==> src/rtl/mem_access_ctrl_pkg.sv <==
// Shared definitions for the MEM-stage data-memory access controller:
// load/store access-type encodings, FSM states, address-error exception
// codes and the alignment rule used when MEM_ALIGN_CHK_EN is defined.
package mem_access_ctrl_pkg;

   // Load/store access size and sign encodings (L_S_*).
   localparam logic [2:0] L_S_B  = 3'b000;
   localparam logic [2:0] L_S_H  = 3'b001;
   localparam logic [2:0] L_S_W  = 3'b010;
   localparam logic [2:0] L_S_BU = 3'b100;
   localparam logic [2:0] L_S_HU = 3'b101;

   // Address-error exception codes.
   localparam logic [4:0] EXC_ADEL = 5'd4;
   localparam logic [4:0] EXC_ADES = 5'd5;

   typedef enum logic [1:0] {
      IDLE = 2'd0,
      BUSY = 2'd1,
      RESP = 2'd2
   } state_t;

   // A halfword must sit on an even address; a word on a multiple of four.
   function automatic logic is_misaligned(input logic [2:0] req_type,
                                          input logic [1:0] addr_lo);
      logic mis;
      mis = 1'b0;
      if ((req_type == L_S_H || req_type == L_S_HU) && addr_lo[0])
         mis = 1'b1;
      if (req_type == L_S_W && addr_lo != 2'b00)
         mis = 1'b1;
      return mis;
   endfunction

endpackage

==> src/rtl/mem_access_ctrl_store_align.sv <==
// Store lane alignment: turns the access type and the low address bits into
// byte enables and replicates right-justified store data across all lanes.
// Unlisted access types produce no byte enables, so the memory writes nothing.
module store_align
   import mem_access_ctrl_pkg::*;
(
   input  logic [2:0]  req_type,
   input  logic [1:0]  addr_lo,
   input  logic [31:0] wdata,
   output logic [3:0]  be,
   output logic [31:0] wdata_rep
);

   // Pick the lanes and replicate the data for byte, half and word stores.
   always_comb begin
      be        = 4'b0000;
      wdata_rep = 32'h0000_0000;
      case (req_type)
         L_S_B: begin
            be        = 4'b0001 << addr_lo;
            wdata_rep = {4{wdata[7:0]}};
         end
         L_S_H: begin
            be        = addr_lo[1] ? 4'b1100 : 4'b0011;
            wdata_rep = {2{wdata[15:0]}};
         end
         L_S_W: begin
            be        = 4'b1111;
            wdata_rep = wdata;
         end
         default: begin
            be        = 4'b0000;
            wdata_rep = 32'h0000_0000;
         end
      endcase
   end

endmodule

==> src/rtl/mem_access_ctrl.sv <==
// MEM-stage data-memory access controller. Accepts one load/store per
// instruction, runs a request/ready handshake with a variable-latency memory,
// stalls the pipeline until the access completes and hands the raw read word,
// access type and low address bits to the WB-stage load extension.
// Optional feature: define MEM_ALIGN_CHK_EN to raise AdEL/AdES on misaligned
// halfword/word accesses instead of issuing them.
module mem_access_ctrl
   import mem_access_ctrl_pkg::*;
(
   input  logic        clk,
   input  logic        reset_n,
   input  logic        req_valid,
   input  logic        req_we,
   input  logic [2:0]  req_type,
   input  logic [31:0] req_addr,
   input  logic [31:0] req_wdata,
   input  logic        flush,
   output logic        stall,
   output logic        dm_req,
   output logic        dm_we,
   output logic [3:0]  dm_be,
   output logic [29:0] dm_addr,
   output logic [31:0] dm_wdata,
   input  logic        dm_ready,
   input  logic [31:0] dm_rdata,
   output logic        wb_valid,
   output logic [31:0] wb_rdata,
   output logic [2:0]  wb_type,
   output logic [1:0]  wb_addr_lo,
   output logic        exc_valid,
   output logic [4:0]  exc_code
);

   state_t      state;
   state_t      state_next;
   logic        accept;
   logic        capture;
   logic        misaligned;
   logic [3:0]  st_be;
   logic [31:0] st_wdata;

   store_align u_store_align (
      .req_type  (req_type),
      .addr_lo   (req_addr[1:0]),
      .wdata     (req_wdata),
      .be        (st_be),
      .wdata_rep (st_wdata)
   );

`ifdef MEM_ALIGN_CHK_EN
   assign misaligned = is_misaligned(req_type, req_addr[1:0]);
`else
   assign misaligned = 1'b0;
`endif

   assign wb_valid = (state == RESP);

   // Next-state, stall, acceptance/capture strobes and the address-error pulse.
   always_comb begin
      state_next = state;
      stall      = 1'b0;
      accept     = 1'b0;
      capture    = 1'b0;
      exc_valid  = 1'b0;
      exc_code   = 5'd0;
      case (state)
         IDLE: begin
            if (req_valid && !flush) begin
               if (misaligned) begin
                  exc_valid = 1'b1;
                  exc_code  = req_we ? EXC_ADES : EXC_ADEL;
               end else begin
                  accept     = 1'b1;
                  stall      = 1'b1;
                  state_next = BUSY;
               end
            end
         end
         BUSY: begin
            stall = 1'b1;
            if (dm_ready) begin
               capture    = 1'b1;
               state_next = RESP;
            end
         end
         RESP: begin
            state_next = IDLE;
         end
         default: begin
            state_next = IDLE;
         end
      endcase
   end

   // State register.
   always_ff @(posedge clk or negedge reset_n) begin
      if (!reset_n) state <= IDLE;
      else          state <= state_next;
   end

   // Memory-side request registers: loaded at acceptance, request drops after ready.
   always_ff @(posedge clk or negedge reset_n) begin
      if (!reset_n) begin
         dm_req   <= 1'b0;
         dm_we    <= 1'b0;
         dm_be    <= 4'b0000;
         dm_addr  <= 30'd0;
         dm_wdata <= 32'h0000_0000;
      end else if (accept) begin
         dm_req   <= 1'b1;
         dm_we    <= req_we;
         dm_be    <= req_we ? st_be : 4'b1111;
         dm_addr  <= req_addr[31:2];
         dm_wdata <= req_we ? st_wdata : 32'h0000_0000;
      end else if (capture) begin
         dm_req   <= 1'b0;
      end
   end

   // WB-side registers: type and low address at acceptance, read word on load completion.
   always_ff @(posedge clk or negedge reset_n) begin
      if (!reset_n) begin
         wb_rdata   <= 32'h0000_0000;
         wb_type    <= 3'b000;
         wb_addr_lo <= 2'b00;
      end else begin
         if (accept) begin
            wb_type    <= req_type;
            wb_addr_lo <= req_addr[1:0];
         end
         if (capture && !dm_we)
            wb_rdata <= dm_rdata;
      end
   end

endmodule
==> config.mk <==
export PLATFORM = sky130hd
export DESIGN_NAME = mem_access_ctrl
export DESIGN_NICKNAME = d
export VERILOG_FILES = /design/src/rtl/mem_access_ctrl_pkg.sv /design/src/rtl/mem_access_ctrl_store_align.sv /design/src/rtl/mem_access_ctrl.sv
export SDC_FILE = /design/constraint.sdc
export NUM_CORES = 1
export LEC_CHECK = 0
export BUFFER_PORTS_ARGS = -buffer_cell sky130_fd_sc_hd__buf_4
export CAP_MARGIN = 20
export CORE_ASPECT_RATIO = 1.2
export CORE_MARGIN = 2
export CORE_UTILIZATION = 46
export CTS_CLUSTER_SIZE = 10
export DETAILED_ROUTE_END_ITERATION = 8
export GPL_ROUTABILITY_DRIVEN = 0
export PLACE_DENSITY = 0.91
export SYNTH_ARGS = -nofsm -noshare
export SYNTH_HDL_FRONTEND = slang
export SYNTH_SLANG_ARGS = --single-unit
==> constraint.sdc <==
create_clock -name clk -period 2 [get_ports clk]
set_input_delay 0.2 -clock clk [delete_from_list [all_inputs] [get_ports clk]]
set_output_delay 0.2 -clock clk [all_outputs]
set_load 0.02 [all_outputs]
==> results of run 1 <==
==> synth_stat cells, drive strengths merged, types with 3 or more instances <==
cell type / instances
a22o: 24
nand2: 117
buf: 16
clkbuf: 15
o21ai: 25
dfrtp: 107
nor2b: 10
mux2i: 16
nor2: 3
nand3b: 9
nand2b: 3
a221o: 4
mux2: 32
a21oi: 8
==> power groups by stage <==
stage	combinational, mW	clock, mW	sequential (mW)
2_1_floorplan	0.689	0	3.83
3_5_place_dp	2.80	0	3.15
3_3_place_gp	2.74	0	3.11
6_report	2.77	1.65	3.11
4_1_cts	2.81	1.69	3.12
5_1_grt	2.97	1.80	3.18
==> state kept, by name (all words and copies together) (netlist names) <==
| name | count |
|---|---|
| wb_addr_lo | 2 |
| dm_addr | 30 |
| state | 2 |
| dm_we | 1 |
| dm_req | 1 |
| dm_be | 4 |
| wb_type | 3 |
| wb_rdata | 32 |
| dm_wdata | 32 |
==> worst max-delay path, cell delays in order, from the launching register on <==
cell	delay, ps
dfrtp_1	430
or4b_4	640
nand2_1	120
buf_4	140
==> stage by stage <==
| step | utilization (%) | cells | hold WS (ps) |
|---|---|---|---|
| 3_3_place_gp | 65.4 | 722 | 74.0 |
| 3_5_place_dp | 65.4 | 722 | 76.4 |
| 5_1_grt | 68.5 | 739 | 45.4 |
| 4_1_cts | 68.5 | 739 | 44.0 |
| 6_report | 68.5 | 739 | 50.6 |
| 2_1_floorplan | - | 407 | -95.6 |
==> area by class of cell <==
| type | count | area [sq um] |
|---|---|---|
| well taps | 123 | 154 |
| flip-flops and latches | 107 | 2680 |
| clock inverters | 4 | 25.0 |
| multi-input cells | 267 | 1670 |
| clock buffers | 12 | 256 |
| repair buffers | 224 | 1720 |
| fillers | 735 | 3000 |
| inverters | 2 | 7.51 |
==> metal layers <==
metal | vias to the layer above | GRT usage, % | wire [um]
met5 | - | 0 | 0
met4 | 0 | 9.08 | 256
met3 | 20 | 4.23 | 792
met2 | 151 | 39.8 | 6070
met1 | 1819 | 27.7 | 4600
li1 | 1774 | - | -
==> path summary, 6_finish.rpt <==
path	startpoint	end	slack, ps	depth (start not counted)
max in group asynchronous	reset_n	dm_addr[28]	1100	3
max	state[1]	stall	120	3
min	req_addr[2]	dm_addr[0]	50	3
min in group asynchronous	reset_n	wb_rdata[19]	260	2
max reg2reg	state[1]	dm_be[1]	200	3
min reg2reg	dm_addr[5]	dm_addr[5]	480	2
==> repair_timing <==
item / in CTS / in global routing
endpoints found under the setup margin: 0 / 1
hold buffers: 1 / 0
hold endpoints to repair: 15 / 0
buffers inserted: 0 / 0
resized for setup: 0 / 0
==> cells by family after synthesis <==
logic type / after synthesis / synth area share, %
simple gates: 144 / 13.9
compound gates: 69 / 10.9
buf+inv: 33 / 3.77
other cells: 1 / 0.0836
mux: 48 / 11.6
flops: 107 / 59.7
==> flow_summary.yaml, run 1 <==
clock_network:
  cts_tree: "done"
  numCtsBuffers: 9
  clkTransAtPathRegs_ps: 60
  cts_max_level: 3
  clk_latency_ps: 340
  cts-root-buf: "clkbuf_16"
  cts.sinks: 107
  cts_max_path_buffers: 2
timing:
  max_freq_mhz: 532
  layout_min_cycle_time_ps: 1880
  period_share_pct: 94.0
  setup_tns_ps: 0
  worst_slack_ps: 120
  setup_viol: 0
  final-max-slew-violation-count: 0
  relSlewSlack_pct: 65.5
  finalHoldViolations: 0
  worstMarginPinSlew_ps: 516
  fin_skew_ps: 3.83
  rsz0062_at_grt: "false"
route:
  viasPerCell: 5.09
  firstDrtPassIters: 4
  vias: 3764
  ant_nets: 0
  drt-total-wl_um: 11700
  first_iter_violations: 122
  avgRoutedWirePerCell_um: 15.9
  drc: 0
final_layout:
  nets: 716
  layout_commonest_cell: "buf_4"
  drive_gt1_share_pct: 44.5
  layout_common_cells: "buf_4 (220), nand2_1 (117), dfrtp_1 (107), mux2_2 (32), o21ai_0 (25)"
  areaGrowthSynthToFinish_pct: 45.3
  diodes: 0
  stdcell_area_sq_um: 6510
worst_hold_path:
  worst_hold_path_type: "input port to flip-flop"
synthesis:
  yosysWarnings: 0
  synth_area_leader_cell: "dfrtp_1"
  avgSynthCellArea_sq_um: 11.2
  seq_area_frac_synth_pct: 59.7
  synth.top_cell.area_share_pct: 59.7
  synth_enable_flop_cells: 0
  synth-async-reset-ratio_pct: 100
  ys_top_cells_by_area: "dfrtp_1 (60%), nand2_1 (9.8%), mux2_2 (8.0%)"
  synth.distinct_cells: 27
  ys_ff_latch: 107
  synthesis.instances: 402
  syn_area_sq_um: 4480
  ys_dominant_reg_cell: "dfrtp_1"
power:
  power_leakage_nw: 3.39
  p_sw_mw: 2.55
  pwr_density_cell_nw_per_um2: 1160
  switching_share_pct: 33.9
  peakVddDrop_v: 0.000525
  p_comb_share_pct: 36.8
  intPower_mw: 4.98
  pwr-share-clk_pct: 21.9
  total_power_mw: 7.53
  seqPwrFrac_pct: 41.3
die:
  die_h_um: 112
  core_sq_um: 9520
  start_util_pct: 47.1
  io_pins: 218
  placementRows: 39
  die_w_um: 94.1
  dieArea_sq_um: 10600
placement:
  placed_cell_area_sq_um: 6220
  post-dp-hpwl_um: 9050
  dpl_worst_slack_ps: 146
  place.port_buffers: 211
worst_setup_path:
  worstSetupPathType: "flip-flop to output pin"
  path_max_fanout: 20
  crit_required_ps: 1800
  cp.arrival_ps: 1680
  end_kind: "output pin"
  cp-start-kind: "flip-flop"
global_route:
  grt_pass1_wl_um: 18700
  grt_overflow: 0
  track_usage_pct: 22.8
  grt_max_degree: 44
  grt_pass1_vias: 3716
  antenna_found_initial: 0
run_status:
  status: "finished, final reports clean"
flow_run:
  cap_viol_max_count: 0
No activity file was read; power rests on OpenSTA's default activity.
==> run 2: changes to the inputs <==
--- a/config.mk
+++ b/config.mk
@@ -7,12 +7,13 @@
 export LEC_CHECK = 0
 export BUFFER_PORTS_ARGS = -buffer_cell sky130_fd_sc_hd__buf_4
 export CAP_MARGIN = 20
-export CORE_ASPECT_RATIO = 1.2
+export CORE_ASPECT_RATIO = 0.5
 export CORE_MARGIN = 2
 export CORE_UTILIZATION = 46
 export CTS_CLUSTER_SIZE = 10
 export DETAILED_ROUTE_END_ITERATION = 8
 export GPL_ROUTABILITY_DRIVEN = 0
+export HOLD_SLACK_MARGIN = 0.12
 export PLACE_DENSITY = 0.91
 export SYNTH_ARGS = -nofsm -noshare
 export SYNTH_HDL_FRONTEND = slang
==> run 2 against run 1 <==
Against the previous run:
- global-route usage up 6.3 points
- critical path depth unchanged
- largest power group unchanged
- combinational power up 9.0%
- sequential cell count unchanged
- non-clock buffer count up 71
- register-to-register slack worse by 110 ps
- count of clock-buffer cells in the layout unchanged
- via count up 19%
- core utilization up 8.7 points
- sequential power about the same
==> flow_summary.yaml, run 2 (same netlist as run 1, synthesis figures left out) <==
power:
  peakVddDrop_v: 0.000523
  p_sw_mw: 2.72
  seqPwrFrac_pct: 39.1
  intPower_mw: 5.24
  power_leakage_nw: 3.71
  pwr-share-clk_pct: 23.1
  pwr_density_cell_nw_per_um2: 1090
  p_comb_share_pct: 37.9
  switching_share_pct: 34.2
die:
  io_pins: 218
  placementRows: 25
  die_w_um: 144
  dieArea_sq_um: 10600
  die_h_um: 73.8
  core_sq_um: 9450
  start_util_pct: 47.5
clock_network:
  cts_max_path_buffers: 2
  cts_tree: "done"
  cts_setup_buffers: 0
  cts_max_level: 3
  clk_latency_ps: 340
  cts-root-buf: "clkbuf_16"
  numCtsBuffers: 9
  clkTransAtPathRegs_ps: 70
  cts.sinks: 107
final_layout:
  layout_commonest_cell: "buf_4"
  nets: 787
  stdcell_area_sq_um: 7290
  areaGrowthSynthToFinish_pct: 62.6
  fill_cells: 529
  layout_common_cells: "buf_4 (218), nand2_1 (117), dfrtp_1 (107), dlygate4sd3_1 (73), mux2_2 (32)"
  reg_top3: "dm_wdata x32, wb_rdata x32, dm_addr x30"
  drive_gt1_share_pct: 39.9
  multi_input_area_sq_um: 1670
  seqCellArea_sq_um: 2680
  final_util_pct: 77.2
worst_setup_path:
  end_kind: "output pin"
  path_max_fanout: 28
  crit_required_ps: 1800
  cp.arrival_ps: 1760
  rr_startpoint: "state[1]"
  startpoint: "state[1]"
  cp-start-kind: "flip-flop"
  worstSetupPathType: "flip-flop to output pin"
global_route:
  top_usage_layer: "met2"
  track_usage_pct: 29.1
  grtUsageMet2_pct: 50.6
  use_met3_pct: 6.84
  grt_pass1_wl_um: 23100
  antenna_found_initial: 1
  grt_overflow: 0
  grt_pass1_vias: 4391
  grt_max_degree: 49
  use_met1_pct: 33.6
timing:
  setup_viol: 0
  worstMarginPinSlew_ps: 669
  max_freq_mhz: 510
  period_share_pct: 98.0
  finalHoldViolations: 0
  rsz0062_at_grt: "false"
  final-max-slew-violation-count: 0
  setup_tns_ps: 0
  layout_min_cycle_time_ps: 1960
  relSlewSlack_pct: 55.4
  fin_skew_ps: 10.5
route:
  firstDrtPassIters: 5
  ant_nets: 0
  vias: 4481
  first_iter_violations: 352
  avgRoutedWirePerCell_um: 18.8
  viasPerCell: 5.44
  drc: 0
  drt-total-wl_um: 15500
placement:
  placed_cell_area_sq_um: 6250
  place.port_buffers: 211
  post-dp-hpwl_um: 9100
worst_hold_path:
  worst_hold_path_type: "input port to flip-flop"
  hold_start: "req_wdata[1]"
flow_run:
  cap_viol_max_count: 0
run_status:
  status: "finished, final reports clean"
run 2: per-stage QoR:
| step | setup slack, ps | instances | hold WS (ps) | total power, mW |
|---|---|---|---|---|
| final | 39.2 | 823 | 143 | 7.96 |
| after global routing | 21.3 | 823 | 126 | 8.30 |
| after CTS | 23.1 | 823 | 125 | 7.90 |
| after detailed placement | 92.8 | 734 | 269 | 5.95 |
| after global placement | 138 | 734 | 255 | 5.85 |
| after floorplan | 160 | 407 | -95.6 | 4.52 |
run 2: final timing paths:
kind | end | slack, ps | cells after the start
setup / recovery | stall | 40 | 3
hold / removal | dm_wdata[1] | 140 | 2
setup reg to reg | dm_wdata[6] | 90 | 4
hold reg to reg | dm_addr[10] | 480 | 2
max in group asynchronous | wb_rdata[7] | 930 | 3
min in group asynchronous | wb_rdata[26] | 450 | 2
run 2: power groups by stage:
| stage | logic, mW | clock network (mW) | registers [mW] |
|---|---|---|---|
| final | 3.02 | 1.84 | 3.11 |
| after global routing | 3.17 | 1.96 | 3.17 |
| after CTS | 2.96 | 1.86 | 3.08 |
| after detailed placement | 2.83 | 0 | 3.11 |
| after global placement | 2.76 | 0 | 3.09 |
| after floorplan | 0.689 | 0 | 3.83 |
run 2: layer usage:
| metal | wire (um) | vias to the layer above |
|---|---|---|
| li1 | - | 1918 |
| met1 | 5990 | 2209 |
| met2 | 7740 | 268 |
| met3 | 937 | 86 |
| met4 | 831 | 0 |
| met5 | 0 | - |
run 2: what timing repair did:
item | CTS | global route
hold buffers | 73 | 0
hold endpoints to repair | 118 | 0
gates resized for setup | 1 | 0
endpoints found under the setup margin | 1 | 1
run 2: layout make-up:
cell class / instances / area share [%]
antenna: 1 / 0.0343
clock buffer: 12 / 3.66
clock inverter: 4 / 0.652
inverter: 2 / 0.103
multi-input combinational: 267 / 22.9
sequential: 107 / 36.7
tap: 135 / 2.32
timing repair buffer: 295 / 33.6
run 2: worst max-delay path, stage by stage (launching register included):
cell and delay [ps]:
dfrtp_1 390, or4b_4 720, nand2_1 150, buf_4 150
==> run 3: changes to the inputs <==
--- a/config.mk
+++ b/config.mk
@@ -9,7 +9,7 @@
 export CAP_MARGIN = 20
 export CORE_ASPECT_RATIO = 0.5
 export CORE_MARGIN = 2
-export CORE_UTILIZATION = 46
+export CORE_UTILIZATION = 47
 export CTS_CLUSTER_SIZE = 10
 export DETAILED_ROUTE_END_ITERATION = 8
 export GPL_ROUTABILITY_DRIVEN = 0
@@ -17,4 +17,5 @@
 export PLACE_DENSITY = 0.91
 export SYNTH_ARGS = -nofsm -noshare
 export SYNTH_HDL_FRONTEND = slang
+export SYNTH_HIERARCHICAL = 1
 export SYNTH_SLANG_ARGS = --single-unit
==> run 3 against run 2 <==
Against the previous run:
- design area increased by 3.2%
- synthesized area increased by 8.1%
- core utilization decreased by 2.8 points
- final cell count increased by 0.24%
- clock power increased by 5%
- clock skew decreased by 1.6 ps
- maximum frequency increased by 6.7%
- combinational power increased by 6%
- critical endpoint unchanged
- highest routed layer unchanged
==> flow_summary.yaml, run 3 <==
run_status:
  status: "finished, final reports clean"
synthesis:
  synth.top_cell.area_share_pct: 55.2
  synthesis.instances: 409
  synthMuxAreaShare_pct: 23.3
  synth_compound_area_share_pct: 5.47
  synthTopCellsByCount: "dfrtp_1 (107), mux2_2 (56), nand2_1 (40)"
  synthAdderAreaFrac_pct: 0
  ys_dominant_reg_cell: "dfrtp_1"
  avgSynthCellArea_sq_um: 11.9
  ys_top_cells_by_area: "dfrtp_1 (55%), mux2_2 (13%), mux2i_1 (6.6%)"
  ys_ff_latch: 107
  seq_area_frac_synth_pct: 55.2
  syn_area_sq_um: 4850
  yosysWarnings: 6
  synth_area_leader_cell: "dfrtp_1"
  synth-async-reset-ratio_pct: 100
  synth.distinct_cells: 23
  synth_enable_flop_cells: 0
  yosysMostFrequentCell: "dfrtp_1"
  synth-simple-area-share_pct: 8.57
  synth_xor_area_share_pct: 0
  synth_top_family_by_area: "multiplexers"
global_route:
  grt_max_degree: 57
  track_usage_pct: 26.7
  use_met3_pct: 5.03
  top_usage_layer: "met2"
  grt_overflow: 0
  use_met1_pct: 28.8
  grt_pass1_vias: 4413
  grtUsageMet2_pct: 51.1
  antenna_found_initial: 0
  grt_pass1_wl_um: 22900
worst_setup_path:
  path_cells: "nor4b_4 > buf_6 > nand2b_1 > buf_4"
  crit_slowest_cell: "dfrtp_1"
  endpoint: "stall"
  worstSetupPathType: "flip-flop to output pin"
  cp.arrival_ps: 1640
  cp-start-kind: "flip-flop"
  path_max_fanout: 5
  r2r-end: "dm_addr[20]"
  end_kind: "output pin"
  crit_required_ps: 1800
  rr_startpoint: "state[0]"
  startpoint: "state[0]"
  cp_slowest_stage_delay_ps: 460
  ff2ff_setup_slack_ps: 210
  r2r_cells: 3
clock_network:
  clkTransAtPathRegs_ps: 70
  cts_max_path_buffers: 2
  cts_max_level: 3
  clk_latency_ps: 340
  numCtsBuffers: 9
  cts-root-buf: "clkbuf_16"
  cts_tree: "done"
  cts.sinks: 107
route:
  firstDrtPassIters: 6
  ant_nets: 0
  vias: 4297
  drt-total-wl_um: 15400
  first_iter_violations: 358
  viasPerCell: 5.21
  avgRoutedWirePerCell_um: 18.6
  drc: 0
power:
  peakVddDrop_v: 0.000588
  p_comb_share_pct: 38.4
  pwr_density_cell_nw_per_um2: 1110
  pwr-share-clk_pct: 23.3
  power_leakage_nw: 3.54
  p_sw_mw: 2.83
  total_power_mw: 8.34
  seqPwrFrac_pct: 38.3
  switching_share_pct: 33.9
  intPower_mw: 5.52
placement:
  dpl_worst_slack_ps: 248
  place.port_buffers: 211
  placed_cell_area_sq_um: 6530
  dp_cells: 742
  post-dp-hpwl_um: 9190
die:
  placementRows: 26
  dieArea_sq_um: 11200
  io_pins: 218
  die_w_um: 148
  start_util_pct: 47.9
  die_h_um: 75.8
  core_sq_um: 10100
final_layout:
  final_cells: 825
  drive_gt1_share_pct: 43.4
  final_util_pct: 74.4
  layout_commonest_cell: "buf_4"
  layout_common_cells: "buf_4 (219), dfrtp_1 (107), dlygate4sd3_1 (65), mux2_2 (56), nand2_1 (40)"
  areaGrowthSynthToFinish_pct: 55.2
  nets: 785
  reg_top3: "dm_wdata x32, wb_rdata x32, dm_addr x30"
  stdcell_area_sq_um: 7520
  diodes: 0
timing:
  fin_skew_ps: 8.91
  worst_slack_ps: 163
  relSlewSlack_pct: 57.6
  period_share_pct: 91.9
  setup_tns_ps: 0
  rsz0062_at_grt: "false"
  layout_min_cycle_time_ps: 1840
  hold_ws_ps: 131
  max_freq_mhz: 544
  final-max-slew-violation-count: 0
  finalHoldViolations: 0
  setup_viol: 0
  worstMarginPinSlew_ps: 636
flow_run:
  cap_viol_max_count: 0
worst_hold_path:
  worst_hold_path_type: "input port to flip-flop"
run 3: cell count changes in the layout (fill, tap and decap cells not counted), sizes merged, moves of 8 or more:
cell         before  now
mux2             32   72
dlygate4sd3      73   65
and2              0    8
a22o             24    0
o22ai             0   16
nor2              3   11
o21ai            25    0
a21oi             8   27
nand3b            9    0
inv               2   34
nand2           117   40
mux2i            16   32
run 3: final cells by class:
type | instances | area, sq um
Sequential cell | 107 | 2680
Fill cell | 621 | 2590
Timing Repair Buffer | 288 | 2370
Multi-Input combinational cell | 240 | 1850
Clock buffer | 11 | 253
Tap cell | 140 | 175
Inverter | 34 | 128
Clock inverter | 5 | 75.1
run 3: cell families (layout without fill, tap and decap cells):
| family | Yosys count | after routing |
|---|---|---|
| other | 1 | 6 |
| buffers and inverters | 67 | 338 |
| and+or+nand+nor | 83 | 83 |
| DFF | 107 | 107 |
| AOI/OAI and AO/OA | 47 | 47 |
| muxes | 104 | 104 |
run 3: power groups by stage:
| stage | logic (mW) | registers [mW] | clock network (mW) |
|---|---|---|---|
| final | 3.21 | 3.19 | 1.94 |
| after global routing | 3.36 | 3.27 | 2.07 |
| after CTS | 3.15 | 3.15 | 1.95 |
| after detailed placement | 3.04 | 3.19 | 0 |
| after global placement | 2.97 | 3.15 | 0 |
| after floorplan | 0.806 | 3.95 | 0 |
run 3: how the worst min path moves through the flow:
stage                      from       endpoint  slack (ps)  cells after the start
floorplan               reset_n     dm_addr[0]        -100                      0
global placement        reset_n    dm_wdata[6]         200                      1
detailed placement      reset_n    dm_wdata[7]         210                      1
CTS                 req_addr[0]  wb_addr_lo[0]         120                      2
global route        req_addr[0]  wb_addr_lo[0]         120                      2
finish              req_addr[0]  wb_addr_lo[0]         130                      2
run 3: repair_timing:
action                     4_1_cts  5_1_grt
setup buffers                    0        2
hold buffers                    65        0
pin swaps                        0        1
hold endpoints to repair        99        0
gates resized for setup          1        0
gates cloned                     0        0
setup endpoints to repair        1        1
run 3: layer usage:
layer | vias up | part of all wire (%)
met5 | - | 0
met4 | 0 | 5.7
met3 | 77 | 5.5
met2 | 230 | 53
met1 | 2100 | 36
li1 | 1890 | -
run 3: critical path, delay by kind of cell, from the launching register on:
| kind | cells | cell delay [ps] |
|---|---|---|
| simple gates | 2 | 530 |
| flops | 1 | 460 |
| buf+inv | 2 | 310 |
